### config.mk
export PLATFORM = sky130hd
export DESIGN_NAME = uart_tx_arbiter
export DESIGN_NICKNAME = d
export VERILOG_FILES = /design/src/rtl/uart_tx_arbiter.sv
export SDC_FILE = /design/constraint.sdc
export NUM_CORES = 1
export LEC_CHECK = 0
export ABC_AREA = 1
export CAP_MARGIN = 20
export CORE_MARGIN = 5
export CORE_UTILIZATION = 46
export CTS_CLUSTER_DIAMETER = 60
export DETAILED_ROUTE_END_ITERATION = 10
export PLACE_DENSITY = 0.84
export SYNTH_ARGS = -nofsm -noshare
export SYNTH_HDL_FRONTEND = slang
export SYNTH_SLANG_ARGS = --single-unit
### constraint.sdc
create_clock -name clk -period 1.85 [get_ports clk]
set_input_delay 0.37 -clock clk [delete_from_list [all_inputs] [get_ports clk]]
set_output_delay 0.37 -clock clk [all_outputs]
set_load 0.1 [all_outputs]
### src/rtl/uart_tx_arbiter.sv
// rtl/uart_tx_arbiter.sv - two-requester round-robin arbiter in front of a shared UART transmitter
//
// Purpose:
//   Serialises byte requests from two requesters onto one uart_transmitter.
//   A grant is only issued while the transmitter is idle. The granted byte is
//   launched with a one-cycle send pulse. The arbiter then waits for the
//   transmitter's busy flag to rise and fall again, and completes the
//   transfer with a one-cycle ack to the owner. If busy never rises within
//   BUSY_TIMEOUT cycles, the launch is abandoned with a timeout pulse. The
//   request is left pending, so it is retried on the next grant.
//
// Parameters:
//   BUSY_TIMEOUT  cycles allowed for ut_busy to rise after a send (>= 2)
//
// Ports:
//   clk          system clock, rising edge
//   reset        asynchronous active-low reset
//   req0/req1    per-requester request, held until the matching ack
//   data0/data1  per-requester byte, captured only at grant
//   ack0/ack1    one-cycle completion pulse to the owning requester
//   ut_data      byte presented to the transmitter
//   ut_send      one-cycle send trigger to the transmitter
//   ut_busy      transmitter busy flag
//   grant_id     index of the current or most recently granted requester
//   active       high whenever the arbiter is not idle
//   timeout_err  one-cycle pulse when the busy handshake times out

module uart_tx_arbiter #(
    parameter int BUSY_TIMEOUT = 64
) (
    input  logic       clk,
    input  logic       reset,
    input  logic       req0,
    input  logic [7:0] data0,
    output logic       ack0,
    input  logic       req1,
    input  logic [7:0] data1,
    output logic       ack1,
    output logic [7:0] ut_data,
    output logic       ut_send,
    input  logic       ut_busy,
    output logic       grant_id,
    output logic       active,
    output logic       timeout_err
);

    localparam int CW = (BUSY_TIMEOUT > 2) ? $clog2(BUSY_TIMEOUT) : 1;
    localparam logic [CW-1:0] TIMEOUT_LAST = CW'(BUSY_TIMEOUT - 1);

    typedef enum logic [2:0] {
        S_IDLE,
        S_LAUNCH,
        S_WAIT_BUSY,
        S_WAIT_DONE,
        S_DONE
    } state_t;

    state_t        r_state;
    logic [CW-1:0] r_cnt;
    logic          r_last_winner;

    logic          w_grant;
    logic          w_pick;
    logic [CW-1:0] w_cnt_next;

    // A grant needs an idle transmitter and at least one pending request.
    assign w_grant    = (req0 | req1) & ~ut_busy;
    // Contention goes to the requester that did not complete last; otherwise
    // the only requester present wins (req1 alone -> 1, req0 alone -> 0).
    assign w_pick     = (req0 & req1) ? ~r_last_winner : req1;
    assign w_cnt_next = r_cnt + CW'(1);

    always_ff @(posedge clk or negedge reset) begin
        if (!reset) begin
            r_state       <= S_IDLE;
            r_cnt         <= '0;
            r_last_winner <= 1'b1;
            ut_data       <= 8'h00;
            ut_send       <= 1'b0;
            grant_id      <= 1'b0;
            ack0          <= 1'b0;
            ack1          <= 1'b0;
            active        <= 1'b0;
            timeout_err   <= 1'b0;
        end else begin
            // Pulse outputs default low so each one lasts exactly one cycle.
            ut_send     <= 1'b0;
            ack0        <= 1'b0;
            ack1        <= 1'b0;
            timeout_err <= 1'b0;

            case (r_state)
                S_IDLE: begin
                    if (w_grant) begin
                        ut_data  <= w_pick ? data1 : data0;
                        grant_id <= w_pick;
                        ut_send  <= 1'b1;
                        active   <= 1'b1;
                        r_state  <= S_LAUNCH;
                    end
                end

                S_LAUNCH: begin
                    r_cnt   <= '0;
                    r_state <= S_WAIT_BUSY;
                end

                S_WAIT_BUSY: begin
                    if (ut_busy) begin
                        r_state <= S_WAIT_DONE;
                    end else if (w_cnt_next == TIMEOUT_LAST) begin
                        // Abandon the launch; last_winner is left alone so the
                        // same requester keeps its turn on the retry.
                        r_cnt       <= w_cnt_next;
                        timeout_err <= 1'b1;
                        active      <= 1'b0;
                        r_state     <= S_IDLE;
                    end else begin
                        r_cnt <= w_cnt_next;
                    end
                end

                S_WAIT_DONE: begin
                    if (!ut_busy) begin
                        ack0    <= ~grant_id;
                        ack1    <= grant_id;
                        r_state <= S_DONE;
                    end
                end

                S_DONE: begin
                    r_last_winner <= grant_id;
                    active        <= 1'b0;
                    r_state       <= S_IDLE;
                end

                default: begin
                    active  <= 1'b0;
                    r_state <= S_IDLE;
                end
            endcase
        end
    end

endmodule

==> reports/results.txt, run 1 <==
status - finished clean
largest net degree at the start of global routing - 25
CTS Root Cell - clkbuf_4
crit share post-route - 77.3%
Worst Hold Class - in -> async
postcts setup bufs - 0
Setup WS pre-CTS - 0.127 ns
GPL Wtd Cong - 0.860
Arr. time, crit path - 1.66 ns
max incr delay on CP - 0.46 ns
fmax - 0.699 GHz
initial antenna violation count - 0
Post-Route Utilization - 71.1%
crit-path max FO - 5
Final HPWL DP - 2240 microns
Clk pin slew, worst setup/hold paths - 0.13 ns
hold buffer count at cts - 0
CP cell instances - ha_1 > or2_1 > nand3_1 > nor2_1 > nand3_2 > nand2_1 > nand3_1 > nand2_1
clk_skew - 0.00605 ns
Setup-failing EPs final - 0
PortBufs - 34
DR DRC count - 0
Crit path max-delay family - simple AND/OR/NAND/NOR gates
vias in the first global route - 1145
fill cell count - 180
routed wire length - 2780 microns
CTS resizes - 0
CP Data Required Time - 2.08 ns
Bufs and invs on worst path - 0
grt ovf - 0
fin nets - 201
Starting Density - 48.6%
height of the die - 61.4 microns
syn avg cell area - 8.88 sq um
Setup TNS Final - 0 ns
unrepaired setup endpoints after global routing - false
cell area after placement - 0.00174 sq mm
die width - 61.4 microns
Final Hold Viols - 0
drt first pass iters - 4
Seq/Total Area, Yosys - 49.5%
critical path type - reg -> reg
worst setup margin - 0.420 ns
die area - 0.00377 sq mm
Final ANT Viol Nets - 0
Cells after Synth - 137
vias after detailed routing - 1084
YS warnings - 0
Top-Level Pins - 35
layout cells sized above 1 - 29.4%
Slew @ Worst Pin - 0.303 ns
Placeable Area - 0.00250 sq mm
#FFs+latches synth - 24
LEAKAGE - 0.812 nW
crit start category - register
clock sink count - 24
std cell rows - 18
routed wire length per instance - 13.4 microns
Worst VDD drop - 1600 uV
drt first-iter violations - 27
H-Tree Depth - 1
Period minus WS final - 1.43 ns
overall routing resource usage - 17.9%
Post-Layout Inst Area - 0.00178 sq mm
# diodes - 0
Worst Setup End Kind - register
first-pass GRT wire length - 4950 microns
Mapped Nets - 160
worst-skew pair later-pin latency - 0.32 ns
Crit-path slowest cell - dfrtp_1
power density cells - 1800 mW/mm^2
CTS max path bufs - 2
CTS tree - built
mapped cell area - 0.00122 sq mm
number of distinct library cells after synthesis - 26
Pins Over Slew Limit - 0
Worst slew margin - 79.8%
Area growth syn-to-layout - 46.2%
Max Cap Violations - 0
TritonCTS Buffers - 3
DR vias/cell - 5.24
-- power breakdown --
group	total (mW)	internal (mW)	switching (mW)	leakage, nW
logic	2.01	0.696	1.31	0.482
clock network	0.277	0.120	0.157	0.0210
registers	0.912	0.708	0.204	0.310
total	3.20	1.52	1.67	0.812
-- worst reg2reg max path: stages, from the launching register on --
cell and delay [ns]:
dfrtp_1 0.46, ha_1 0.25, or2_1 0.25, nand3_1 0.07, nor2_1 0.05, nand3_2 0.08
nand2_1 0.07, nand3_1 0.07, nand2_1 0.05
-- path summary, 6_finish.rpt --
| path | start | end | cells after the start | slack, ns |
|---|---|---|---|---|
| max in group asynchronous | reset | r_last_winner | 2 | 1.17 |
| hold reg to reg | grant_id | ack0 | 1 | 0.53 |
| min in group clk | grant_id | ack0 | 1 | 0.53 |
| setup reg to reg | r_cnt[1] | r_state[0] | 8 | 0.42 |
| setup / recovery | r_cnt[1] | r_state[0] | 8 | 0.42 |
| hold / removal | reset | timeout_err | 2 | 0.40 |
-- state kept, by name, summed over array words and instances (netlist names) --
register / cells
ut_send: 1
active: 1
ack1: 1
r_state: 3
ut_data: 8
r_cnt: 6
timeout_err: 1
grant_id: 1
r_last_winner: 1
ack0: 1
-- through the flow --
stage                     total power, mW  hold WS (ns)  cells
after global routing                 3.37         0.414    207
after detailed placement             2.94         0.511    203
after floorplan                      2.18        0.0744    137
final                                3.20         0.397    207
after CTS                            3.22         0.404    207
after global placement               2.89         0.507    203
-- cells by family (layout without fill, tap and decap cells) --
| kind of cell | count (synthesis) | in the layout | share of synthesized area (%) |
|---|---|---|---|
| simple gates | 66 | 66 | 24.7 |
| compound gates | 27 | 27 | 16.9 |
| flops | 24 | 24 | 49.5 |
| buf+inv | 17 | 57 | 6.17 |
| fa+ha+maj | 2 | 2 | 2.06 |
| xor+xnor | 1 | 1 | 0.720 |
-- layout make-up --
cell class | instances | area, sq um | share of cell area (%)
clock buffer | 4 | 36.3 | 2.04
inverter | 16 | 60.1 | 3.38
multi-input combinational | 96 | 539 | 30.3
sequential | 24 | 602 | 33.8
tap | 30 | 37.5 | 2.11
timing repair buffer | 37 | 503 | 28.3
-- synthesized netlist by cell type --
cell type / count / area share, %
nand2_1: 31 / 9.6
dfrtp_1: 23 / 47
nor2_1: 17 / 5.2
o21ai_2: 15 / 11
inv_1: 10 / 3.1
inv_2: 6 / 1.9
nand3_1: 5 / 2.1
o21ai_0: 4 / 1.6
nand2_2: 3 / 1.5
o21ai_1: 3 / 1.2
ha_1: 2 / 2.1
nand3_2: 2 / 1.6
nand4_1: 2 / 1.0
nor3_1: 2 / 0.82
a21oi_1: 1 / 0.41
a31oi_1: 1 / 0.51
a32o_1: 1 / 0.82
buf_8: 1 / 1.2
dfstp_2: 1 / 2.2
nor2_2: 1 / 0.51
nor2_4: 1 / 0.93
nor3_2: 1 / 0.82
o21bai_2: 1 / 0.93
o22ai_1: 1 / 0.51
or2_1: 1 / 0.51
xor2_1: 1 / 0.72
-- layout by cell type (no fill, tap or decap) --
cell type / netlist / layout
nor2_1: 17 / 17
nand2_1: 31 / 31
o21ai_0: 4 / 4
a32o_1: 1 / 1
nand4_1: 2 / 2
ha_1: 2 / 2
a31oi_1: 1 / 1
dfstp_2: 1 / 1
o22ai_1: 1 / 1
a21oi_1: 1 / 1
clkbuf_4: 0 / 3
nand3_1: 5 / 5
buf_12: 0 / 14
nor2_2: 1 / 1
xor2_1: 1 / 1
dfrtp_1: 23 / 23
o21bai_2: 1 / 1
clkdlybuf4s50_1: 0 / 20
buf_4: 0 / 3
nand2_2: 3 / 3
or2_1: 1 / 1
nor2_4: 1 / 1
nand3_2: 2 / 2
inv_2: 6 / 6
nor3_1: 2 / 2
o21ai_2: 15 / 15
inv_1: 10 / 10
nor3_2: 1 / 1
clkbuf_8: 0 / 1
o21ai_1: 3 / 3
-- metal layers --
| layer | up-vias | track usage (%) | part of all wire [%] |
|---|---|---|---|
| li1 | 521 | - | - |
| met1 | 516 | 21.7 | 42 |
| met2 | 40 | 29.9 | 49 |
| met3 | 7 | 4.40 | 6.8 |
| met4 | 0 | 8.18 | 2.0 |
| met5 | - | 0 | 0 |
No activity file was read; power rests on OpenSTA's default activity.
==> run 2: changes to the inputs <==
--- a/config.mk
+++ b/config.mk
@@ -8,10 +8,10 @@
 export ABC_AREA = 1
 export CAP_MARGIN = 20
 export CORE_MARGIN = 5
-export CORE_UTILIZATION = 46
+export CORE_UTILIZATION = 42
 export CTS_CLUSTER_DIAMETER = 60
 export DETAILED_ROUTE_END_ITERATION = 10
-export PLACE_DENSITY = 0.84
+export PLACE_DENSITY = 0.81
 export SYNTH_ARGS = -nofsm -noshare
 export SYNTH_HDL_FRONTEND = slang
 export SYNTH_SLANG_ARGS = --single-unit
==> constraint.sdc (replaced) <==
create_clock -name clk -period 1.3 [get_ports clk]
set_input_delay 0.26 -clock clk [delete_from_list [all_inputs] [get_ports clk]]
set_output_delay 0.26 -clock clk [all_outputs]
set_load 0.1 [all_outputs]
==> run 2 against run 1 <==
Effect of this change:
- the run now ends with setup timing left
- via count is 3.7% higher
- sequential cell count stayed put
- total power is 53% higher
- register-to-register slack worse by 0.50 ns
- global-route usage is 2.5 points lower
- clock-buffer cell count stayed put
- critical endpoint unchanged
- largest power group unchanged
- highest routed layer unchanged
==> reports/results.txt, run 2 (synthesis gave the netlist of run 1 again) <==
CTS tree - built
layout cells sized above 1 - 40.7%
crit share post-route - 106%
fmax - 0.724 GHz
R2R cell count - 8
unrepaired setup endpoints after global routing - true
Internal Power - 2.37 mW
crit path from - r_cnt[0]
Non-Filler Instances - 220
Final ANT Viol Nets - 0
Psw - 2.51 mW
failing checks - setup timing
largest net degree at the start of global routing - 25
hold buffer count at cts - 0
LEAKAGE - 0.877 nW
commonest non-fill, non-tap cell in the layout - nand2_1
GPL Wtd Cong - 0.842
clock sink count - 24
Placeable Area - 0.00276 sq mm
PortBufs - 34
CP Data Required Time - 1.53 ns
Largest Register - ut_data
crit path to - r_state[0]
power density cells - 2500 mW/mm^2
Total Power - 4.88 mW
fin nets - 213
r2r startpoint - r_cnt[0]
DR vias/cell - 5.11
crit-path max FO - 4
clk_skew - 0.0115 ns
routed wire length per instance - 14.3 microns
# diodes - 0
drt first pass iters - 4
status - finished with violations
Area growth syn-to-layout - 60.9%
cell area after placement - 0.00182 sq mm
drt first-iter violations - 31
Sw Share - 51.4%
worst-skew pair later-pin latency - 0.32 ns
max reg flops - 8
grt ovf - 0
die area - 0.00407 sq mm
CTS max path bufs - 2
first-pass GRT wire length - 5110 microns
routed wire length - 3140 microns
Max Cap Violations - 0
r2r endpoint - r_state[0]
H-Tree Depth - 1
Slew @ Worst Pin - 0.249 ns
initial antenna violation count - 0
Seq pwr share - 27.4%
Arr. time, crit path - 1.61 ns
Setup TNS Final - -0.196 ns
std cell rows - 19
Worst Setup End Kind - register
worst setup margin - -0.0809 ns
Starting Density - 44.1%
Top-Level Pins - 35
commonest cells after routing, fill and taps aside - nand2_1 (29), dfrtp_1 (20), clkdlybuf4s50_1 (20)
DR DRC count - 0
TritonCTS Buffers - 3
combinational share of power - 64.6%
R2R Setup Slk - -0.08 ns
Worst slew margin - 83.4%
Setup-failing EPs final - 5
Final Hold Viols - 0
placed insts - 212
Post-Layout Inst Area - 0.00196 sq mm
biggest regs - ut_data: 8 flops, r_cnt: 6 flops, r_state: 3 flops
critical path type - reg -> reg
Period minus WS final - 1.38 ns
Clk pin slew, worst setup/hold paths - 0.13 ns
vias after detailed routing - 1124
Worst VDD drop - 2420 uV
vias in the first global route - 1163
crit start category - register
die width - 63.8 microns
overall routing resource usage - 15.3%
Pins Over Slew Limit - 0
clock network fraction of design power - 8.0%
Worst Hold Class - in -> async
CTS Root Cell - clkbuf_4
Final HPWL DP - 2400 microns
Setup WS pre-CTS - -0.193 ns
height of the die - 63.8 microns
==> run 2: cell count changes in the layout (fill, tap and decap cells not counted), sizes merged <==
cell and change:
buf +12
==> run 2: per-stage QoR <==
stage	hold slack [ns]	utilization, %
after detailed placement	0.479	66.0
final	0.269	71.0
after global routing	0.286	71.0
after CTS	0.277	67.9
after global placement	0.476	66.0
after floorplan	-0.0356	-
==> run 2: power groups by stage <==
stage / Sequential [mW] / Clock [mW] / Combinational (mW)
final: 1.34 / 0.393 / 3.15
after global routing: 1.37 / 0.418 / 3.34
after CTS: 1.31 / 0.399 / 3.02
after detailed placement: 1.30 / 0 / 3.00
after global placement: 1.28 / 0 / 2.93
after floorplan: 2.37 / 0 / 0.744
==> run 2: per-layer routing <==
layer	global-route usage (%)	wire length, microns
met5	0	0
met4	4.42	27
met3	4.38	185
met2	27.3	1730
met1	17.8	1200
==> run 2: how the worst min path moves through the flow <==
stage | endpoint
floorplan | ack0
global placement | ack0
detailed placement | ack0
CTS | r_cnt[4]
global route | r_cnt[4]
finish | r_cnt[4]
==> run 2: worst max-delay path: stages (launching register included) <==
cell and delay [ns]:
dfrtp_1 0.45, ha_4 0.20, or2_1 0.26, nand3_2 0.08, nor2_2 0.04, nand3_2 0.07, nand2_1 0.08, nand3_1 0.07
nand2_1 0.05
==> run 2: timing repair <==
| item | 4_1_cts | 5_1_grt |
|---|---|---|
| endpoints found under the setup margin | 7 | 15 |
| buffers inserted | 0 | 4 |
| resized for setup | 2 | 17 |
| pin swaps | 1 | 8 |
==> run 2: cell type report <==
type,instances,area [sq um]
clock buffers,4,36.3
multi-input cells,96,597
flip-flops and latches,24,606
inverters,16,62.6
well taps,31,38.8
repair buffers,49,617
fillers,191,801
==> run 3: changes to the inputs <==
--- a/config.mk
+++ b/config.mk
@@ -7,6 +7,7 @@
 export LEC_CHECK = 0
 export ABC_AREA = 1
 export CAP_MARGIN = 20
+export CORE_ASPECT_RATIO = 0.5
 export CORE_MARGIN = 5
 export CORE_UTILIZATION = 42
 export CTS_CLUSTER_DIAMETER = 60
==> run 3 against run 2 <==
Effect of this change:
- critical path depth down 2
- utilization up 3.4 points
- final area up 2.0%
- clock skew down 0.0084 ns
- via count down 2.7%
- the run still ends with setup timing left
- clock power up 27%
- largest cell class unchanged
- cell count up 4.1%
- clock-buffer cell count unchanged
==> reports/results.txt, run 3 (synthesis gave the netlist of run 1 again) <==
CTS max path bufs - 2
Final ANT Viol Nets - 0
Period minus WS final - 1.35 ns
clk_skew - 0.00311 ns
overall routing resource usage - 14.8%
Slew @ Worst Pin - 0.264 ns
fin nets - 216
drt first pass iters - 4
CP Data Required Time - 1.46 ns
routed wire length - 2850 microns
Worst slew margin - 82.4%
fill cell count - 173
Worst Setup End Kind - register
Largest Register - ut_data
Worst VDD drop - 1540 uV
Clk pin slew, worst setup/hold paths - 0.08 ns
DR DRC count - 0
H-Tree Depth - 1
die area - 0.00414 sq mm
LEAKAGE - 0.897 nW
drt first-iter violations - 76
Setup WS pre-CTS - -0.162 ns
die width - 86.1 microns
r2r startpoint - r_state[1]
layout cells sized above 1 - 41.1%
largest net degree at the start of global routing - 25
clock sink count - 24
commonest cells after routing, fill and taps aside - nand2_1 (28), dfrtp_1 (21), clkdlybuf4s50_1 (20)
Top-Level Pins - 35
R2R Setup Slk - -0.05 ns
Final Hold Viols - 0
vias after detailed routing - 1094
Crit-path slowest cell - dfrtp_1
GPL Wtd Cong - 0.935
routed wire length per instance - 12.4 microns
worst-skew pair later-pin latency - 0.27 ns
max incr delay on CP - 0.45 ns
vias in the first global route - 1018
std cell rows - 13
Worst Hold Class - in -> async
crit-path max FO - 4
grt ovf - 0
commonest non-fill, non-tap cell in the layout - nand2_1
Non-Filler Instances - 229
placed insts - 222
hold buffer count at cts - 0
Arr. time, crit path - 1.50 ns
critical path's most frequent cell - inv_2
unrepaired setup endpoints after global routing - true
Setup-failing EPs final - 3
crit path from - r_state[1]
fmax - 0.743 GHz
crit share post-route - 104%
worst setup margin - -0.0466 ns
Area growth syn-to-layout - 64.1%
Final HPWL DP - 2160 microns
biggest regs - ut_data: 8 flops, r_cnt: 6 flops, r_state: 3 flops
CTS tree - built
Max Cap Violations - 0
Post-Route Utilization - 74.4%
initial antenna violation count - 0
CP cell instances - inv_2 > nor3_4 > nand2_2 > nand2_4 > inv_2 > a32o_1
Starting Density - 45.3%
Total Power - 4.97 mW
height of the die - 48.1 microns
PortBufs - 34
first-pass GRT wire length - 4570 microns
max reg flops - 8
critical path type - reg -> reg
Pins Over Slew Limit - 0
crit start category - register
DR vias/cell - 4.78
power density cells - 2490 mW/mm^2
CTS Root Cell - clkbuf_8
Placeable Area - 0.00268 sq mm
TritonCTS Buffers - 3
status - finished with violations
# diodes - 0
failing checks - setup timing
run 3: changes by cell type in the layout (fill, tap and decap cells not counted), moves of 2 or more:
cell,before,now
clkbuf_8,1,4
clkbuf_4,3,0
buf_4,11,16
buf_6,3,1
run 3: final cells by class:
class	instances	area [sq um]	area share [%]
timing repair buffer	52	632	31.7
sequential	24	604	30.3
multi-input combinational	96	598	30.0
inverter	16	60.1	3.01
clock buffer	4	55.1	2.76
tap	37	46.3	2.32
run 3: through the flow:
stage,TNS (ns),instance area [sq um],hold WS [ns]
floorplan,0,1220,-0.0356
global placement,-1.17,1860,0.480
detailed placement,-1.54,1860,0.482
CTS,-0.0526,1940,0.333
global route,-0.814,2000,0.340
finish,-0.101,2000,0.333
run 3: critical path: cells and delay by family (launching register included):
| kind | cells | cell delay, ns |
|---|---|---|
| AOI/OAI and AO/OA | 1 | 0.20 |
| and+or+nand+nor | 3 | 0.45 |
| DFF | 1 | 0.45 |
| buffers and inverters | 2 | 0.13 |
run 3: what timing repair did:
item / CTS / global route
setup buffers: 0 / 3
pin swaps: 6 / 8
gates resized for setup: 5 / 10
hold endpoints to repair: 0 / 0
setup endpoints to repair: 5 / 14
run 3: per-layer routing:
layer | wire (microns) | GRT usage [%] | part of all wire, %
met2 | 1440 | 27.4 | 51
met4 | 27 | 4.73 | 0.95
met3 | 142 | 3.78 | 5.0
met1 | 1240 | 17.5 | 43
met5 | 0 | 0 | 0
run 3: worst paths after layout:
check | depth (start not counted) | to
worst max register to register | 6 | r_cnt[2]
worst min register to register | 1 | ack0
max in group asynchronous | 2 | r_last_winner
min in group clk | 1 | ack0
worst min-delay path | 2 | ack0
worst max-delay path | 6 | r_cnt[2]
run 3: power by group:
group | internal (mW) | switching, mW | leakage [nW] | total (mW)
Sequential | 1.01 | 0.305 | 0.307 | 1.32
Clock | 0.270 | 0.230 | 0.0288 | 0.500
Combinational | 1.21 | 1.94 | 0.561 | 3.15
Total | 2.49 | 2.48 | 0.897 | 4.97
